$ cat src/rtl/alu_result_fifo.sv
// ---------------------------------------------------------------------------
// alu_result_fifo
//   Result buffer placed directly behind the two-operand ALU stage. Each
//   entry holds the 8-bit ALU result S together with the 2-bit mode M that
//   produced it. The ALU stage cannot be stalled. Every valid input is
//   therefore pushed if there is room. If there is no room, the input is
//   dropped and recorded in a sticky OVERRUN flag and a saturating DROPS
//   counter.
//   Readout is first-word-fall-through. OUT_DATA/OUT_M show the head entry
//   while OUT_VALID is high. OUT_READY accepts the head entry.
//
// Ports
//   CLK        clock, rising edge
//   RST        asynchronous reset, active-high
//   S_IN       ALU result to store
//   M_IN       ALU mode tag (00 add, 01 sub, 10 or, 11 and)
//   IN_VALID   S_IN/M_IN valid this cycle (pushed unconditionally if room)
//   IN_READY   not full; informational only
//   OUT_DATA   head entry result, 0 when empty
//   OUT_M      head entry mode tag, 0 when empty
//   OUT_VALID  FIFO non-empty
//   OUT_READY  consumer accepts the head entry this cycle
//   CLR        synchronous flush: empties FIFO, clears OVERRUN and DROPS
//   COUNT      number of entries held, 0..DEPTH
//   OVERRUN    sticky flag: at least one valid input was dropped
//   DROPS      number of dropped inputs, saturates at 255
// ---------------------------------------------------------------------------
module alu_result_fifo #(
    parameter int WIDTH = 8,
    parameter int DEPTH = 4
) (
    input  logic                     CLK,
    input  logic                     RST,
    input  logic [WIDTH-1:0]         S_IN,
    input  logic [1:0]               M_IN,
    input  logic                     IN_VALID,
    output logic                     IN_READY,
    output logic [WIDTH-1:0]         OUT_DATA,
    output logic [1:0]               OUT_M,
    output logic                     OUT_VALID,
    input  logic                     OUT_READY,
    input  logic                     CLR,
    output logic [$clog2(DEPTH):0]   COUNT,
    output logic                     OVERRUN,
    output logic [7:0]               DROPS
);

    localparam int AW = $clog2(DEPTH);
    localparam int CW = AW + 1;
    localparam int EW = WIDTH + 2;

    // Storage: {mode, result} per entry. The contents are don't-care after
    // reset, so the array is not reset.
    logic [EW-1:0] mem_q [DEPTH];

    logic [AW-1:0] wr_ptr_q, wr_ptr_d;
    logic [AW-1:0] rd_ptr_q, rd_ptr_d;
    logic [CW-1:0] count_q,  count_d;
    logic          overrun_q, overrun_d;
    logic [7:0]    drops_q,  drops_d;

    logic          full;
    logic          empty;
    logic          pop;
    logic          push;
    logic          drop;
    logic          wr_en;
    logic [EW-1:0] head_word;

    // Status comes only from the registered count. This keeps
    // OUT_VALID/IN_READY free of any combinational path from the inputs.
    assign full  = (count_q == CW'(DEPTH));
    assign empty = (count_q == '0);

    // A pop frees a slot in the same edge. A full FIFO that is also popping
    // therefore still accepts the input.
    assign pop   = ~empty & OUT_READY;
    assign push  = IN_VALID & (~full | pop);
    assign drop  = IN_VALID & full & ~pop;
    assign wr_en = push & ~CLR;

    always_comb begin
        wr_ptr_d  = wr_ptr_q;
        rd_ptr_d  = rd_ptr_q;
        count_d   = count_q;
        overrun_d = overrun_q;
        drops_d   = drops_q;

        if (CLR) begin
            // A flush overrides any push or pop in the same cycle.
            wr_ptr_d  = '0;
            rd_ptr_d  = '0;
            count_d   = '0;
            overrun_d = 1'b0;
            drops_d   = '0;
        end else begin
            // Pointers wrap naturally because DEPTH is a power of two.
            if (push) begin
                wr_ptr_d = wr_ptr_q + AW'(1);
            end
            if (pop) begin
                rd_ptr_d = rd_ptr_q + AW'(1);
            end
            case ({push, pop})
                2'b10:   count_d = count_q + CW'(1);
                2'b01:   count_d = count_q - CW'(1);
                default: count_d = count_q;
            endcase
            if (drop) begin
                overrun_d = 1'b1;
                if (drops_q != 8'hFF) begin
                    drops_d = drops_q + 8'd1;
                end
            end
        end
    end

    always_ff @(posedge CLK or posedge RST) begin
        if (RST) begin
            wr_ptr_q  <= '0;
            rd_ptr_q  <= '0;
            count_q   <= '0;
            overrun_q <= 1'b0;
            drops_q   <= '0;
        end else begin
            wr_ptr_q  <= wr_ptr_d;
            rd_ptr_q  <= rd_ptr_d;
            count_q   <= count_d;
            overrun_q <= overrun_d;
            drops_q   <= drops_d;
        end
    end

    always_ff @(posedge CLK) begin
        if (wr_en) begin
            mem_q[wr_ptr_q] <= {M_IN, S_IN};
        end
    end

    // The head entry is read combinationally from storage. It is masked to
    // zero while empty, so stale or uninitialised words never show.
    assign head_word = mem_q[rd_ptr_q];

    assign OUT_VALID = ~empty;
    assign IN_READY  = ~full;
    assign OUT_DATA  = empty ? '0 : head_word[WIDTH-1:0];
    assign OUT_M     = empty ? 2'b00 : head_word[EW-1:WIDTH];
    assign COUNT     = count_q;
    assign OVERRUN   = overrun_q;
    assign DROPS     = drops_q;

endmodule

$ cat config.mk
export PLATFORM = sky130hd
export DESIGN_NAME = alu_result_fifo
export DESIGN_NICKNAME = d
export VERILOG_FILES = /design/src/rtl/alu_result_fifo.sv
export SDC_FILE = /design/constraint.sdc
export NUM_CORES = 1
export LEC_CHECK = 0
export CORE_MARGIN = 2
export CORE_UTILIZATION = 45
export CTS_CLUSTER_DIAMETER = 80
export DETAILED_ROUTE_END_ITERATION = 12
export PLACE_DENSITY = 0.74
export SYNTH_ARGS = -nofsm -noshare
export SYNTH_HDL_FRONTEND = slang
export SYNTH_SLANG_ARGS = --single-unit
$ cat constraint.sdc
create_clock -name CLK -period 2.9 [get_ports CLK]
set_input_delay 0.58 -clock CLK [delete_from_list [all_inputs] [get_ports CLK]]
set_output_delay 0.58 -clock CLK [all_outputs]
set_load 0.02 [all_outputs]
==> run_results.csv, run 1 <==
group,metric,value,unit
power_and_ir_drop,pwr_density_cell,564,nW/um2
floorplanning,rows,27,
logic_synthesis,synth_top_area_cell,"edfxtp_1",
final_layout,layout_commonest_cell,"edfxtp_1",
outcome,status,"finished, final reports clean",
logic_synthesis,syn_area,2490,um2
final_layout,syn2layout_area_growth,22.9,%
setup_path,worstPathRequired,2320,ps
grt,antenna_found_initial,0,
setup_path,worst_r2r_endpoint,"COUNT[2]",
setup_path,ff2ff_path_depth,7,
floorplanning,core-area,5440,um2
clock_network,clock-root-buffer,"clkbuf_8",
grt,grt_pass1_wl,6670,um
logic_synthesis,syn_inst,168,
clock_network,cts.sinks,56,
setup_path,startpoint_type,"register",
drt,vias,1439,
final_layout,fin_nets,232,
min_path,hold_path_startpoint,"OVERRUN",
clock_network,cts_resized,0,
setup_path,worstPathArrival,2180,ps
logic_synthesis,yosysSeqAreaShare,64.3,%
floorplanning,io_pins,39,
grt,track_usage,14.3,%
logic_synthesis,synth_edf_count,40,
final_layout,final_cell_mix,"edfxtp_1 (40), clkdlybuf4s50_1 (38), dfrtp_1 (16)",
floorplanning,start_util,45.8,%
clock_network,worstSkewPairLatency,320,ps
placed_design,place_hpwl,2760,um
min_path,min_path_cells,2,
setup_path,worstReg2RegStart,"COUNT[1]",
timing,finalSetupViolations,0,
logic_synthesis,synth_top_area_share,48.2,%
final_layout,antenna-diode-count,0,
setup_path,worstSetupPathType,"register to primary output",
drt,wl_per_cell,14.1,um
placed_design,dp_cells,276,
setup_path,r2r_slack,410,ps
clock_network,cts_tree,"built",
logic_synthesis,synth_cell_type_count,35,
logic_synthesis,synth-seq-cells,56,
floorplanning,dieArea,6150,um2
setup_path,crit_path_end_kind,"primary output",
logic_synthesis,avgSynthCellArea,14.8,um2
setup_path,cp_max_fo,13,
clock_network,cts_hold_buf,0,
clock_network,cts_buffer_depth,2,
timing,max_freq,0.362,GHz
timing,finalCriticalPeriod,2760,ps
timing,fin_tns_setup,0,ps
clock_network,h-tree-depth,2,
job,maxCapViolations,0,
grt,grt_pass1_vias,1329,
drt,drt_drc_violations_left,0,
timing,timing.final.crit_share,95.2,%
drt,drtPass1Iterations,4,
drt,vias_per_cell,5.07,
final_layout,layout.cells.non_filler,284,
drt,drtAntennaViolNets,0,
logic_synthesis,synth_fp_nets,189,
timing,rsz0062_at_grt,"false",
grt,grt_max_degree,20,
floorplanning,die_w,78.4,um
logic_synthesis,synth_warnings,0,
clock_network,post_cts_buffers,0,
min_path,hp-class,"register to register",
min_path,holdPathEnd,"OVERRUN",
final_layout,drive_gt1_share,13.2,%
floorplanning,die_y,78.4,um
power_and_ir_drop,peakVddDrop,0.346,mV
logic_synthesis,yosys-top-cells-area,"edfxtp_1 (48%), dfrtp_1 (16%), mux4_2 (9.0%)",
timing,max_slew.worst_pin.slew,618,ps
clock_network,clkTransAtPathRegs,100,ps
logic_synthesis,synth_ff_type,"edfxtp_1",
drt,wirelength,4000,um
power_and_ir_drop,leakage,1.08,nW
timing,maxSlewViolCount,0,
timing,hold_viol,0,
timing,fin_skew,14.3,ps
placed_design,gp_congestion,0.827,
final_layout,n_fill_cell,444,
clock_network,numCtsBuffers,5,
placed_design,io_buffers,38,
grt,grt_overflow,0,
timing,slew_headroom,58.8,%
drt,drt_iter0_drc,78,
logic_synthesis,async_flop_share,28.6,%
report_power, final:
group / switching (mW) / leakage, nW / internal, mW
logic: 0.182 / 0.448 / 0.193
registers: 0.0215 / 0.583 / 0.890
clock network: 0.262 / 0.0452 / 0.176
synthesized netlist by cell type, drive strengths merged (2+ instances only):
cell type	instances
nor2	10
nand2	3
nand3	5
nand2b	2
o21ai	7
dfrtp	16
or3	4
xnor2	2
clkbuf	5
ha	5
xor2	4
o31ai	3
and2	15
mux2i	3
a21oi	9
or4	3
edfxtp	40
inv	6
mux4	10
a211oi	3
buf	3
worst max path at each step:
| stage | from | end | depth (start not counted) |
|---|---|---|---|
| after floorplan | COUNT[0] | COUNT[2] | 7 |
| after global placement | IN_VALID | COUNT[2] | 7 |
| after detailed placement | IN_VALID | COUNT[2] | 7 |
| after CTS | COUNT[1] | OUT_DATA[2] | 4 |
| after global routing | COUNT[1] | OUT_DATA[1] | 4 |
| final | COUNT[1] | OUT_DATA[2] | 4 |
metal layers:
metal,GRT usage [%],share of wire (%)
met5,0,0
met4,5.79,1.9
met3,3.45,3.2
met2,22.3,49
met1,19.5,46
critical path: stages, from the launching register on:
cell and delay, ps:
dfrtp_1 510, or3_2 480, buf_4 200, and2_1 150, clkdlybuf4s50_1 530
state kept, by name (all words and copies together) (netlist names):
name,count
COUNT,3
DROPS,8
OVERRUN,1
mem_q,40
rd_ptr_q,2
wr_ptr_q,2
final cells by class:
cell class | instances | area [um2] | share of cell area (%)
Sequential cell | 56 | 1600 | 52.3
Multi-Input combinational cell | 98 | 828 | 27.1
Timing Repair Buffer | 44 | 425 | 13.9
Tap cell | 72 | 90.1 | 2.94
Clock buffer | 5 | 68.8 | 2.25
Clock inverter | 3 | 25.0 | 0.817
Inverter | 6 | 22.5 | 0.736
cell families (layout without fill, tap and decap cells):
family                   count (synthesis)  after routing  share of synthesized area (%)
flip-flops                              56             56                           64.3
AND/OR/NAND/NOR                         48             48                           11.5
AO/OA/AOI/OAI                           25             25                           6.13
buffers and inverters                   14             58                           2.46
multiplexers                            13             13                           10.2
adder cells (fa/ha/maj)                  6              6                           3.31
XOR/XNOR                                 6              6                           2.11
per-stage QoR:
step | hold WS [ps] | utilization (%) | power (mW) | area [um2] | setup slack (ps)
after global placement | 490 | 54.6 | 1.31 | 2970 | 389
after global routing | 545 | 56.3 | 1.81 | 3060 | 52.3
after CTS | 513 | 56.3 | 1.74 | 3060 | 124
after floorplan | 494 | - | 1.15 | 2490 | 371
after detailed placement | 491 | 54.6 | 1.31 | 2970 | 341
final | 504 | 56.3 | 1.73 | 3060 | 139
Note: power is estimated with default switching activity, not from simulation.
==> run 2: changes to the inputs <==
PLACE_DENSITY = 0.77   (was 0.74)
==> run 2 against run 1 <==
Effect of this change: final cell count unchanged; via count up 1.0%; die area unchanged; worst setup slack worse by 4.0 ps; utilization unchanged; hold slack better by 12 ps; sequential cell count unchanged; clock skew down 1.5 ps; critical endpoint is now OUT_M[0]; highest routed layer unchanged.
==> run_results.csv, run 2 (same netlist as run 1, synthesis figures left out) <==
group,metric,value,unit
setup_path,path_cells,"or3_2 > buf_4 > and2_1 > clkdlybuf4s50_1",
setup_path,cpPeakStageDelay,540,ps
final_layout,drive_gt1_share,13.2,%
setup_path,worstSetupPathType,"register to primary output",
placed_design,gp_congestion,0.809,
setup_path,crit_buf_inv,2,
outcome,status,"finished, final reports clean",
final_layout,n_fill_cell,441,
setup_path,critical-path-top-delay-family,"buffers and inverters",
drt,wl_per_cell,15.0,um
timing,max_freq,0.362,GHz
drt,drtPass1Iterations,4,
floorplanning,die_y,78.4,um
grt,antenna_found_initial,0,
final_layout,fin_nets,232,
final_layout,largest_register,"mem_q",
setup_path,cp_max_fo,13,
setup_path,worstPathRequired,2320,ps
job,maxCapViolations,0,
grt,grt_max_degree,20,
drt,vias_per_cell,5.12,
final_layout,final_core_util,56.3,%
timing,fin_skew,12.8,ps
drt,vias,1454,
final_layout,largest_register_ffs,40,
clock_network,numCtsBuffers,5,
floorplanning,rows,27,
timing,fin_tns_setup,0,ps
setup_path,worstPathArrival,2190,ps
timing,hold_viol,0,
min_path,hp-class,"register to register",
clock_network,cts_buffer_depth,2,
timing,max_slew.worst_pin.slew,612,ps
floorplanning,die_w,78.4,um
grt,grt_pass1_vias,1396,
grt,track_usage,14.6,%
drt,wirelength,4270,um
final_layout,multi_input_area,828,um2
clock_network,cts_tree,"built",
floorplanning,start_util,45.8,%
final_layout,layout_commonest_cell,"edfxtp_1",
power_and_ir_drop,pwr_density_cell,566,nW/um2
placed_design,place_hpwl,2880,um
timing,finalSetupViolations,0,
setup_path,startpoint_type,"register",
final_layout,regArea,1600,um2
drt,drt_iter0_drc,100,
clock_network,cts.sinks,56,
clock_network,cts_resized,0,
floorplanning,core-area,5440,um2
clock_network,clkTransAtPathRegs,100,ps
drt,drtAntennaViolNets,0,
power_and_ir_drop,leakage,1.08,nW
grt,grt_overflow,0,
timing,maxSlewViolCount,0,
timing,rsz0062_at_grt,"false",
timing,finalCriticalPeriod,2770,ps
timing,timing.final.crit_share,95.4,%
power_and_ir_drop,peakVddDrop,0.274,mV
final_layout,antenna-diode-count,0,
clock_network,h-tree-depth,2,
setup_path,cpMaxStageDelayCell,"clkdlybuf4s50_1",
placed_design,io_buffers,38,
setup_path,crit_path_end_kind,"primary output",
clock_network,post_cts_buffers,0,
floorplanning,io_pins,39,
final_layout,final_cell_mix,"edfxtp_1 (40), clkdlybuf4s50_1 (38), dfrtp_1 (16)",
drt,drt_drc_violations_left,0,
final_layout,syn2layout_area_growth,22.9,%
timing,slew_headroom,59.1,%
clock_network,worstSkewPairLatency,310,ps
clock_network,cts_hold_buf,0,
clock_network,clock-root-buffer,"clkbuf_8",
floorplanning,dieArea,6150,um2
grt,grt_pass1_wl,6830,um
run 2: cell counts in the layout (fill, tap and decap cells not counted):
No cell type changed its count.
run 2: final timing paths:
| kind | start | to | slack (ps) | depth (start not counted) |
|---|---|---|---|---|
| worst max register to register | COUNT[2] | COUNT[2] | 380 | 7 |
| max in group asynchronous | RST | rd_ptr_q[0] | 1870 | 2 |
| min in group asynchronous | RST | wr_ptr_q[1] | 630 | 2 |
| worst min register to register | OVERRUN | OVERRUN | 520 | 2 |
| worst max-delay path | COUNT[2] | OUT_M[0] | 130 | 4 |
| worst min-delay path | OVERRUN | OVERRUN | 520 | 2 |
run 2: worst reg2reg max path, stage by stage (launching register included):
cell      delay [ps]
dfrtp_1          480
or3_2            510
and3b_1          200
fa_1             390
or3b_2           500
o21ai_0          170
nand2b_1          70
a21oi_1          130
run 2: cell type report:
cell class                 count  share of cell area [%]
clock inverter                 3                   0.817
inverter                       6                   0.736
sequential                    56                    52.3
tap                           72                    2.94
clock buffer                   5                    2.25
multi-input combinational     98                    27.1
timing repair buffer          44                    13.9
run 2: through the flow:
step,setup slack (ps),std cells,instance area (um2),hold slack (ps),total power [mW]
4_1_cts,112,284,3060,523,1.75
6_report,135,284,3060,516,1.73
3_5_place_dp,343,276,2970,492,1.31
3_3_place_gp,388,276,2970,487,1.31
2_1_floorplan,371,168,2490,494,1.15
5_1_grt,57.3,284,3060,546,1.81
run 2: power breakdown:
group | internal [mW] | switching, mW | leakage, nW
Clock | 0.177 | 0.268 | 0.0452
Combinational | 0.192 | 0.183 | 0.448
Sequential | 0.890 | 0.0223 | 0.583
Total | 1.26 | 0.473 | 1.08
run 2: per-layer routing:
layer	global-route usage (%)	up-vias	share of wire [%]	wire (um)
met2	25.0	31	50	2140
met1	18.7	703	45	1920
met5	0	-	0	0
li1	-	715	-	-
met3	2.53	5	3.5	148
met4	5.79	0	1.4	61
==> run 3: changes to the inputs <==
DONT_BUFFER_PORTS = 1   (was not set)
PLACE_DENSITY = 0.68   (was 0.77)
RECOVER_POWER = 100   (was not set)
==> run 3 against run 2 <==
Effect of this change: hold slack worse by 280 ps; combinational power down 35%; clock skew is 5.8 ps lower; count of clock-buffer cells in the layout unchanged; final cell count down 14%; register-to-register slack worse by 90 ps; sequential power up 2%; sequential cell count is the same; cell area fell by 14%; utilization down 7.9 points; worst setup slack gained 120 ps.
==> run_results.csv, run 3 (same netlist as run 1, synthesis figures left out) <==
group,metric,value,unit
drt,drtAntennaViolNets,0,
timing,hold_viol,0,
final_layout,antenna-diode-count,0,
timing,timing.final.crit_share,91.2,%
timing,maxSlewViolCount,0,
timing,fin_skew,7.01,ps
floorplanning,rows,27,
grt,grt_pass1_vias,1500,
clock_network,cts_resized,0,
clock_network,numCtsBuffers,5,
final_layout,stdcell_area,2630,um2
setup_path,startpoint,"COUNT[2]",
placed_design,gp_congestion,0.696,
timing,max_slew.worst_pin.slew,961,ps
setup_path,worstSetupPathType,"register to primary output",
setup_path,worstReg2RegStart,"COUNT[2]",
final_layout,fin_nets,192,
power_and_ir_drop,pwr_density_cell,598,nW/um2
floorplanning,core-area,5440,um2
grt,track_usage,15.9,%
job,maxCapViolations,0,
drt,drtPass1Iterations,4,
setup_path,worstPathRequired,2320,ps
setup_path,startpoint_type,"register",
floorplanning,dieArea,6150,um2
setup_path,cp_max_fo,13,
timing,max_freq,0.378,GHz
grt,antenna_found_initial,0,
grt,grt_pass1_wl,7360,um
setup_path,worstPathArrival,2070,ps
final_layout,syn2layout_area_growth,5.68,%
drt,vias,1360,
timing,finalCriticalPeriod,2650,ps
drt,wirelength,4500,um
outcome,status,"finished, final reports clean",
clock_network,clkTransAtPathRegs,90,ps
final_layout,layout_commonest_cell,"edfxtp_1",
drt,vias_per_cell,5.57,
placed_design,dpl-instance-area,2570,um2
timing,fin_tns_setup,0,ps
floorplanning,start_util,45.8,%
min_path,hp-class,"input pin to asynchronous set/reset pin",
power_and_ir_drop,peakVddDrop,0.223,mV
grt,grt_max_degree,18,
timing,slew_headroom,35.7,%
clock_network,worstSkewPairLatency,300,ps
clock_network,cts_hold_buf,0,
placed_design,place_hpwl,3170,um
placed_design,io_buffers,0,
final_layout,final_cell_mix,"edfxtp_1 (40), dfrtp_1 (16), nor2_1 (10), mux4_2 (10), and2_0 (10)",
drt,drt_drc_violations_left,0,
setup_path,crit_path_end_kind,"primary output",
floorplanning,die_w,78.4,um
drt,drt_iter0_drc,105,
grt,grt_overflow,0,
floorplanning,die_y,78.4,um
floorplanning,io_pins,39,
clock_network,h-tree-depth,2,
power_and_ir_drop,leakage,0.897,nW
clock_network,post_cts_buffers,0,
final_layout,largest_register,"mem_q",
clock_network,cts_buffer_depth,2,
timing,rsz0062_at_grt,"false",
final_layout,drive_gt1_share,12.2,%
clock_network,cts.sinks,56,
timing,finalSetupViolations,0,
final_layout,largest_register_ffs,40,
clock_network,clock-root-buffer,"clkbuf_8",
drt,wl_per_cell,18.4,um
clock_network,cts_tree,"built",
[run 3: changes by cell type in the layout (fill, tap and decap cells not counted), moves of 2 or more]
cell and change:
and2_0 +10, buf_4 -5, inv_6 -2, clkbuf_1 +3, and2_1 -10, clkdlybuf4s50_1 -38
[run 3: worst paths after layout]
check,cells after the start,endpoint,slack (ps)
worst max-delay path,3,OUT_DATA[4],250
worst min-delay path,1,COUNT[2],230
worst max register to register,7,COUNT[2],290
worst min register to register,2,wr_ptr_q[1],610
max in group asynchronous,1,DROPS[7],2270
min in group CLK,1,OVERRUN,330
[run 3: layout make-up]
class	count	area, um2
fillers	461	2810
flip-flops and latches	56	1600
multi-input cells	98	812
well taps	72	90.1
clock buffers	5	68.8
inverters	6	22.5
clock inverters	3	18.8
repair buffers	4	18.8
[run 3: critical path, cell delays in order, from the launching register on]
cell and delay, ps:
dfrtp_1 530, or3_2 520, clkbuf_1 340, and2_0 360
[run 3: metrics by stage]
stage	setup slack [ps]	power, mW	std cells	hold slack (ps)	util (%)
finish	254	1.57	244	234	48.4
global placement	446	1.19	236	557	47.3
CTS	288	1.61	244	248	48.9
global route	136	1.66	244	272	48.4
detailed placement	310	1.21	236	591	47.3
floorplan	371	1.15	168	494	-
[run 3: report_power, final]
group	total [mW]	leakage, nW	switching (mW)	internal (mW)
Sequential	0.928	0.583	0.0371	0.890
Combinational	0.244	0.270	0.147	0.0963
Clock	0.403	0.0441	0.235	0.168
[run 3: metal layers]
metal	GRT usage [%]	share of wire, %	vias up
met5	0	0	-
met3	5.75	6.4	5
li1	-	-	627
met1	18.3	39	683
met4	4.56	0.98	0
met2	27.8	54	45
